--- src/rtl/ara_pkg.sv ---
// ara_pkg: shared types and constants for the accelerator request arbiter.
// Payload operand fields are AccArbXlen wide; the arbiter supports XLEN up to that width.
package ara_pkg;

    localparam int unsigned AccArbCntWidth = 32;
    localparam int unsigned AccArbXlen     = 64;

    typedef struct packed {
        logic [31:0]           insn;
        logic [AccArbXlen-1:0] rs1;
        logic [AccArbXlen-1:0] rs2;
    } acc_arb_payload_t;

endpackage

--- src/rtl/accel_arb_id_fifo.sv ---
// accel_arb_id_fifo: in-order requester-ID FIFO, flop based, no fall-through.
// Pointers wrap naturally; the count is one bit wider so full and empty are distinct.
module accel_arb_id_fifo #(
    parameter int unsigned IdWidth = 1,
    parameter int unsigned Depth   = 8
) (
    input  logic               clk_i,
    input  logic               rst_ni,
    input  logic               push_i,
    input  logic               pop_i,
    input  logic [IdWidth-1:0] id_i,
    output logic [IdWidth-1:0] head_o,
    output logic               full_o,
    output logic               empty_o
);

    localparam int unsigned PtrW = $clog2(Depth);

    logic [IdWidth-1:0] mem_q [Depth];
    logic [PtrW-1:0]    wr_q, wr_d, rd_q, rd_d;
    logic [PtrW:0]      cnt_q, cnt_d;
    logic               do_push, do_pop;

    assign full_o  = cnt_q == (PtrW+1)'(Depth);
    assign empty_o = cnt_q == '0;
    assign head_o  = mem_q[rd_q];
    assign do_push = push_i && !full_o;
    assign do_pop  = pop_i && !empty_o;

    always_comb begin
        wr_d  = do_push ? wr_q + PtrW'(1) : wr_q;
        rd_d  = do_pop ? rd_q + PtrW'(1) : rd_q;
        cnt_d = cnt_q + (PtrW+1)'(do_push) - (PtrW+1)'(do_pop);
    end

    always_ff @(posedge clk_i or negedge rst_ni) begin
        if (!rst_ni) begin
            wr_q  <= '0;
            rd_q  <= '0;
            cnt_q <= '0;
        end else begin
            wr_q  <= wr_d;
            rd_q  <= rd_d;
            cnt_q <= cnt_d;
        end
    end

    always_ff @(posedge clk_i) begin
        if (do_push) mem_q[wr_q] <= id_i;
    end

endmodule

--- src/rtl/accel_req_arbiter.sv ---
// accel_req_arbiter: round-robin share of Ara's accelerator port with in-order response routing.
// Define ACC_ARB_PERF_EN to build saturating per-requester grant counters.
module accel_req_arbiter
    import ara_pkg::*;
#(
    parameter int unsigned NrReq          = 2,
    parameter int unsigned MaxOutstanding = 8,
    parameter int unsigned XLEN           = 64
) (
    input  logic                                 clk_i,
    input  logic                                 rst_ni,
    input  logic [NrReq-1:0]                     req_valid_i,
    output logic [NrReq-1:0]                     req_ready_o,
    input  logic [NrReq-1:0][31:0]               req_insn_i,
    input  logic [NrReq-1:0][XLEN-1:0]           req_rs1_i,
    input  logic [NrReq-1:0][XLEN-1:0]           req_rs2_i,
    output logic [NrReq-1:0]                     resp_valid_o,
    input  logic [NrReq-1:0]                     resp_ready_i,
    output logic [XLEN-1:0]                      resp_result_o,
    output logic                                 resp_error_o,
    output logic                                 acc_req_valid_o,
    input  logic                                 acc_req_ready_i,
    output logic [31:0]                          acc_insn_o,
    output logic [XLEN-1:0]                      acc_rs1_o,
    output logic [XLEN-1:0]                      acc_rs2_o,
    input  logic                                 acc_resp_valid_i,
    output logic                                 acc_resp_ready_o,
    input  logic [XLEN-1:0]                      acc_resp_result_i,
    input  logic                                 acc_resp_error_i,
    output logic [NrReq-1:0][AccArbCntWidth-1:0] perf_grant_cnt_o
);

    localparam int unsigned IdW = $clog2(NrReq);
    typedef logic [IdW-1:0] id_t;

    id_t prio_q, prio_d, lock_id_q, lock_id_d, grant, rr_pick, idx, head;
    logic lock_q, lock_d, found, full, empty, push, pop, spurious;
    acc_arb_payload_t [NrReq-1:0] payload;
    acc_arb_payload_t sel;

    always_comb begin
        rr_pick = prio_q;
        found   = 1'b0;
        idx     = '0;
        for (int unsigned i = 0; i < NrReq; i++) begin
            idx = id_t'((32'(prio_q) + i) % NrReq);
            if (!found && req_valid_i[idx]) begin
                rr_pick = idx;
                found   = 1'b1;
            end
        end
    end

    always_comb begin
        payload = '0;
        for (int unsigned i = 0; i < NrReq; i++) begin
            payload[i].insn = req_insn_i[i];
            payload[i].rs1  = AccArbXlen'(req_rs1_i[i]);
            payload[i].rs2  = AccArbXlen'(req_rs2_i[i]);
        end
    end

    // A locked grant overrides the round-robin pick until Ara accepts it.
    assign grant           = lock_q ? lock_id_q : rr_pick;
    assign sel             = payload[grant];
    assign acc_req_valid_o = !full && req_valid_i[grant];
    assign acc_insn_o      = sel.insn;
    assign acc_rs1_o       = XLEN'(sel.rs1);
    assign acc_rs2_o       = XLEN'(sel.rs2);
    assign req_ready_o     = (acc_req_ready_i && !full) ? NrReq'(1) << grant : '0;
    assign push            = acc_req_valid_o && acc_req_ready_i;

    always_comb begin
        lock_d    = push ? 1'b0 : acc_req_valid_o;
        lock_id_d = grant;
        prio_d    = push ? id_t'((32'(grant) + 32'd1) % NrReq) : prio_q;
    end

    always_ff @(posedge clk_i or negedge rst_ni) begin
        if (!rst_ni) begin
            prio_q    <= '0;
            lock_q    <= 1'b0;
            lock_id_q <= '0;
        end else begin
            prio_q    <= prio_d;
            lock_q    <= lock_d;
            lock_id_q <= lock_id_d;
        end
    end

    accel_arb_id_fifo #(
        .IdWidth (IdW),
        .Depth   (MaxOutstanding)
    ) i_id_fifo (
        .clk_i   (clk_i),
        .rst_ni  (rst_ni),
        .push_i  (push),
        .pop_i   (pop),
        .id_i    (grant),
        .head_o  (head),
        .full_o  (full),
        .empty_o (empty)
    );

    // With nothing outstanding a response is accepted and discarded.
    assign spurious         = acc_resp_valid_i && empty;
    assign resp_valid_o     = (acc_resp_valid_i && !empty) ? NrReq'(1) << head : '0;
    assign acc_resp_ready_o = empty ? acc_resp_valid_i : resp_ready_i[head];
    assign pop              = acc_resp_valid_i && !empty && resp_ready_i[head];
    assign resp_result_o    = acc_resp_result_i;
    assign resp_error_o     = acc_resp_error_i;

`ifdef ACC_ARB_PERF_EN
    logic [NrReq-1:0][AccArbCntWidth-1:0] cnt_q, cnt_d;

    always_comb begin
        cnt_d = cnt_q;
        if (push && cnt_q[grant] != '1) cnt_d[grant] = cnt_q[grant] + AccArbCntWidth'(1);
    end

    always_ff @(posedge clk_i or negedge rst_ni) begin
        if (!rst_ni) cnt_q <= '0;
        else         cnt_q <= cnt_d;
    end

    assign perf_grant_cnt_o = cnt_q;
`else
    assign perf_grant_cnt_o = '0;
`endif

    lock_drop: assert property (@(posedge clk_i) disable iff (!rst_ni) lock_q |-> req_valid_i[lock_id_q])
        else $error("lock_drop: requester %0d withdrew valid before acceptance", lock_id_q);

    spurious_resp: assert property (@(posedge clk_i) disable iff (!rst_ni) !spurious)
        else $warning("spurious_resp: response dropped with no outstanding request");

endmodule

--- config.mk ---
export PLATFORM = sky130hd
export DESIGN_NAME = accel_req_arbiter
export DESIGN_NICKNAME = d
export VERILOG_FILES = /design/src/rtl/ara_pkg.sv /design/src/rtl/accel_arb_id_fifo.sv /design/src/rtl/accel_req_arbiter.sv
export SDC_FILE = /design/constraint.sdc
export NUM_CORES = 1
export LEC_CHECK = 0
export ABC_AREA = 1
export CORE_AREA = 10 10 263 265
export DETAILED_ROUTE_END_ITERATION = 16
export DIE_AREA = 0 0 273 275
export HOLD_SLACK_MARGIN = 0.08
export PLACE_DENSITY = 0.4
export SLEW_MARGIN = 25
export SYNTH_ARGS = -nofsm -noshare
export SYNTH_HDL_FRONTEND = slang
export SYNTH_SLANG_ARGS = --single-unit
--- constraint.sdc ---
create_clock -name clk_i -period 3.2 [get_ports clk_i]
set_clock_uncertainty 0.1 [all_clocks]
set_input_delay 0.48 -clock clk_i [delete_from_list [all_inputs] [get_ports clk_i]]
set_output_delay 0.48 -clock clk_i [all_outputs]
set_load 0.02 [all_outputs]
== Word level (Yosys, flattened, before mapping) ==
Memories as Yosys holds them, arrays and structs flattened.
Cells that the tools add are included.

* Word-level logic and storage cells: 51
* Memories kept: 1
* Input bits: 393
* Bits in writable memories: 8
* Flip-flop bits (word level): 13

* Shift-type cells: 2
* Mux-type cells: 19
* Reduce and logical (&&, ||, !) cells: 12
* $add $sub $neg: 6
* Magnitude comparators: 4
* Equal/unequal tests: 1

{| class="wikitable"
|+ Memory list
! name !! words !! bits a word !! read ports !! clocked after Yosys merged registers in !! write ports !! line !! text
|-
| i_id_fifo.mem_q || 8 || 1 || 1 || 0 || 1 || accel_arb_id_fifo.sv:19 || <nowiki>logic [IdWidth-1:0] mem_q [Depth];</nowiki>
|}

{| class="wikitable"
|+ Operator list
! operator !! count
|-
| $mux W160 || 2
|-
| $mux W1 || 15
|-
| $logic_and A1 B1 Y1 || 8
|-
| $lt A1 B2 Y1 const B || 4
|-
| $add A3 B1 Y3 const B || 2
|-
| $add A4 B1 Y4 || 1
|-
| $eq A4 B4 Y1 const B || 1
|-
| $logic_not A4 Y1 || 1
|-
| $mux W2 || 2
|-
| $shl A1 B1 Y2 const A || 2
|-
| $sub A4 B1 Y4 || 1
|-
| $logic_not A1 Y1 || 3
|-
| $add A1 B1 Y1 const B || 2
|}

== Logic depth before layout (Yosys ltp) ==
* Depth in word-level cells: 14
* Depth in mapped cells: 14
* Depth with buffers taken out: 14

== By module ==
A second synthesis with hierarchy kept.

* Cell total of the unflattened synthesis: 790
* Area total of the unflattened synthesis: 4216.5 µm²

{| class="wikitable"
|+ Modules (own cells, without submodules)
! module !! times used !! cells an instance !! area an instance (µm²)
|-
| accel_req_arbiter || 1 || 685 || 3228.1
|-
| accel_arb_id_fifo || 1 || 105 || 988.4
|}

== Worst setup path before layout ==
No wires, ideal clock.

* Path type: register to register
* Start point: register i_id_fifo.rd_q[0]
* End point: register i_id_fifo.cnt_q[2]
* Required time: 2.977 ns
* Path buffers: 0
* Cell stages (with the launch flop): 14
* Clock period less this slack: 2.321 ns
* Path slack: 0.879 ns
* Arrival time: 2.098 ns
* Cells stage by stage: dfrtp_1 inv_1 nand2_1 nand3_1 nand3_1 nand2_1 nand2_1 nand3_1 inv_1 ha_1 inv_1 ha_1 fa_1 xor2_1

* Longest elaborated chain between the ends: 6

{| class="wikitable"
|+ Ends and longest elaborated chain
! element !! line !! text
|-
| start: declaration || accel_arb_id_fifo.sv:20 || <nowiki>logic [PtrW-1:0] wr_q, wr_d, rd_q, rd_d;</nowiki>
|-
| start signal: assignment || accel_arb_id_fifo.sv:43 || <nowiki>rd_q <= rd_d;</nowiki>
|-
| $mem_v2 Z8 W1 || -- ||
|-
| $mux W1 (implied by the code) (2 in series) || accel_req_arbiter.sv:109 || <nowiki>assign pop = acc_resp_valid_i && !empty && resp_ready_i[head];</nowiki>
|-
| $logic_and A1 B1 Y1 || accel_req_arbiter.sv:109 ||
|-
| $logic_and A1 B1 Y1 || accel_arb_id_fifo.sv:28 || <nowiki>assign do_pop = pop_i && !empty_o;</nowiki>
|-
| net i_id_fifo.do_pop || accel_arb_id_fifo.sv:22 || <nowiki>logic do_push, do_pop;</nowiki>
|-
| $sub A4 B1 Y4 || accel_arb_id_fifo.sv:33 || <nowiki>cnt_d = cnt_q + (PtrW+1)'(do_push) - (PtrW+1)'(do_pop);</nowiki>
|-
| net i_id_fifo.cnt_d[2] || accel_arb_id_fifo.sv:21 || <nowiki>logic [PtrW:0] cnt_q, cnt_d;</nowiki>
|-
| end signal: assignment || accel_arb_id_fifo.sv:44 || <nowiki>cnt_q <= cnt_d;</nowiki>
|-
| end: declaration || accel_arb_id_fifo.sv:21 ||
|}

The timed path passes the listed nets, and every way through them passes these cells. The select of a mux whose other input is x is not followed.
A chain may end at the register's enable or synchronous reset.

== Worst setup path in the final report ==
* Start point: input port req_valid_i[1]
* End point: output port acc_rs1_o[7]

* Longest elaborated chain between the ends: 9
* Elaborated cells between the ends (all ways): 11

{| class="wikitable"
|+ Ends and longest elaborated chain
! element !! line !! text
|-
| start: declaration || accel_req_arbiter.sv:12 || <nowiki>input logic [NrReq-1:0] req_valid_i,</nowiki>
|-
| $mux W1 (implied by the code) (2 in series) || accel_req_arbiter.sv:47 || <nowiki>if (!found && req_valid_i[idx]) begin</nowiki>
|-
| $mux W1 || accel_req_arbiter.sv:47 ||
|-
| $logic_not A1 Y1 || accel_req_arbiter.sv:47 ||
|-
| $logic_and A1 B1 Y1 * || accel_req_arbiter.sv:47 ||
|-
| $mux W1 * || accel_req_arbiter.sv:47 ||
|-
| $mux W1 * || accel_req_arbiter.sv:64 || <nowiki>assign grant = lock_q ? lock_id_q : rr_pick;</nowiki>
|-
| $mux W160 (implied by the code) * (2 in series) || accel_req_arbiter.sv:65 || <nowiki>assign sel = payload[grant];</nowiki>
|-
| end: declaration || accel_req_arbiter.sv:24 || <nowiki>output logic [XLEN-1:0] acc_rs1_o,</nowiki>
|}

Mark *: on every way between the ends. The rest lies on a longest branch, timed or not. The select of a mux whose other input is x is not followed.

==> out/summary.txt <==
====================================================================================================
Initial core utilization                                                                       6.57%
Initial antenna violation count                                                                    6
Reg-to-reg critical path endpoint                                                       i_id_fifo.cnt_q[2]
Ratio of final minimum period to clock period                                                  93.6%
Number of design-rule violations left by the first detailed-router iteration                     143
Number of iterations in the first detailed-routing pass                                            5
Core outline area                                                                        63900 sq um
CTS tree                                                                                       built
Synth Cell Area                                                                           4200 sq um
Number of buffers added by the clock tree synthesis step                                           3
Remaining max-slew budget at the tightest pin                                                  57.1%
Insertion delay of the later-clocked pin in the worst-skew pair                               250 ps
Post-placement setup slack                                                                  -38.4 ps
Number of DRC violations after detailed routing                                                    0
Total gr overflow                                                                                  0
Ports placed on the boundary                                                                     688
Critical path's slowest cell                                                            clkdlybuf4s50_1
Leading cell type in the layout, fill and taps excluded                                      nand2_1
Largest net degree at the start of global routing                                                 27
Power Density                                                                            682 nW/um^2
Start point of the critical path                                                        req_valid_i[1]
DP Cell Count                                                                                   2095
Setup TNS                                                                                       0 ps
Final worst-path setup slack                                                                  206 ps
Maximum Capacitance Violations                                                                     0
Total power draw                                                                             6.97 mW
Worst Path Class, Setup                                                                 input pin to primary output
Sequential share of the synthesized area                                                       13.5%
Share of layout cells above drive strength 1                                                   7.72%
Result of the run                                                                       finished clean
Area added between synthesis and finish                                                         144%
Kind of path behind the tightest hold check                                             flip-flop to flip-flop
Largest fanout on the critical path                                                               26
Antenna viol nets, final                                                                           0
Library cell used as clock root buffer                                                     clkbuf_16
Detail-routed via count per cell                                                                2.97
Most used DFF post-synth                                                                     dfrtp_1
Max-slew violations                                                                                0
Worst-case hold slack                                                                         457 ps
Clock-pin slew reported for the worst setup and hold paths after clock tree synthesis          50 ps
Min Clock Period, post-route                                                                 2990 ps
Largest stage delay on the critical path                                                      480 ps
Half-perimeter wire length after detailed placement                                         33100 um
Maximum resistive drop on vdd                                                               0.349 mV
Die outline area                                                                         75100 sq um
Number of flip-flops and latches in the synthesized netlist                                       21
Worst Reg2Reg Path Length in Cells                                                                13
Total length of routed wires                                                                36200 um
Number of cells on the worst hold path                                                             2
Slew at the pin closest to its max-slew limit                                                 642 ps
Number of sinks driven by the clock tree                                                          21
First-pass GRT wire length                                                                  48600 um
Die outline width                                                                             273 um
F_max                                                                                        334 MHz
Endpoint arrival time on the critical path                                                   2410 ps
EDFF count, synth                                                                                  8
Number of nets at the end of the flow                                                           1647
Unique cell type count in the Yosys netlist                                                       24
Final hold violations                                                                              0
Reg2Reg Setup Slack                                                                           620 ps
Total of endpoints with negative setup slack in the final report                                   0
Cells along the critical path                                                           clkdlybuf4s50_1, inv_2, a21oi_1, nand2_1, nand2_8, inv_6, buf_12, buf_12, buf_4, nand2_1, nand2_1, buf_12
Mean area per synthesized cell                                                            5.31 sq um
Die Ht                                                                                        275 um
Worst setup SP type                                                                        input pin
Worst flop-to-flop path startpoint                                                      i_id_fifo.rd_q[0]
Vias in the first global route                                                                  6773
Required @ worst endpoint                                                                    2620 ps
Final RePlAce weighted congestion                                                              0.804
Unrepaired setup endpoints after global routing                                                false
Final Non-Filler Cells                                                                          2100
Commonest cells after routing, fill and taps aside                                      nand2_1, clkdlybuf4s50_1, dlymetal6s2s_1
Via count                                                                                       6228
Mean routed wirelength per cell                                                              17.2 um
Asr flop ratio synth                                                                           61.9%
Total global-route track usage                                                                 8.78%
Critical path capture point type                                                        primary output
Maximum level of the CTS H-tree                                                                    1
Setup crit end                                                                          acc_rs1_o[7]
Number of warnings reported in the yosys synthesis log                                             0
Clock Tree Buf Depth                                                                               2
Site row count                                                                                    93
Number of standard cells after synthesis                                                         791
IO Port Bufs                                                                                     493
Leakage power summed over all cells                                                          5.71 nW
====================================================================================================
-- power breakdown --
group | internal, mW | switching [mW]
combinational | 2.75 | 3.50
sequential | 0.389 | 0.0780
clock | 0.169 | 0.0854
-- area by class of cell --
class	instances	area, sq um
repair buffers	550	5780
inverters	28	110
diodes	1	2.50
clock buffers	4	78.8
fillers	7249	53700
well taps	855	1070
flip-flops and latches	21	566
multi-input cells	641	2620
-- sequential cells by signal, summed over array words and instances, names as in the netlist --
register,count
i_id_fifo.mem_q,8
lock_q,1
i_id_fifo.rd_q,3
lock_id_q,1
prio_q,1
i_id_fifo.wr_q,3
i_id_fifo.cnt_q,4
-- kinds of logic after synthesis --
group	share of synthesized area, %
compound gates	0.656
xor+xnor	0.835
flops	13.5
other cells	0.0893
simple gates	51.9
fa+ha+maj	2.86
buf+inv	30.2
-- metal layers --
metal	GRT usage, %	vias up	routed length (um)
li1	-	3074	-
met2	14.9	502	16800
met4	1.50	4	544
met1	8.71	2620	12400
met5	0	-	31
met3	6.35	28	6460
-- how the worst min path moves through the flow --
stage	from	to	slack, ps
floorplan	rst_ni	i_id_fifo.cnt_q[0]	80
global placement	i_id_fifo.rd_q[2]	i_id_fifo.rd_q[2]	450
detailed placement	i_id_fifo.rd_q[2]	i_id_fifo.rd_q[2]	450
CTS	i_id_fifo.rd_q[2]	i_id_fifo.rd_q[2]	460
global route	i_id_fifo.rd_q[1]	i_id_fifo.rd_q[1]	500
finish	prio_q	prio_q	460
-- worst max-delay path: cells and delay by family --
kind                   cells  cell delay, ps
AOI/OAI and AO/OA          1             130
buffers and inverters      7            1240
and+or+nand+nor            4             500
-- synth_stat cells (3+ instances only) --
master / number / area [sq um]
buf_4: 138 / 1040
edfxtp_1: 8 / 240
a21oi_1: 4 / 20.0
ha_1: 8 / 100
buf_2: 17 / 85.1
nor2_1: 11 / 41.3
xor2_1: 3 / 26.3
dfrtp_1: 13 / 325
nand2_2: 4 / 25.0
inv_1: 25 / 93.8
inv_2: 3 / 11.3
nand2_1: 520 / 1950
nor2_2: 4 / 25.0
nand3_1: 16 / 80.1
clkbuf_1: 8 / 30.0
-- stage by stage --
step	utilization (%)	area, sq um
after floorplan	-	4430
final	16.0	10200
after CTS	15.6	9980
after global routing	16.0	10200
after detailed placement	15.6	9960
after global placement	15.6	9960
-- repair_timing --
item | in CTS | in global routing
hold buffers | 0 | 0
gates resized for setup | 45 | 96
setup endpoints to repair | 45 | 96
setup buffers | 0 | 0
Note: power is estimated with default switching activity, not from simulation.
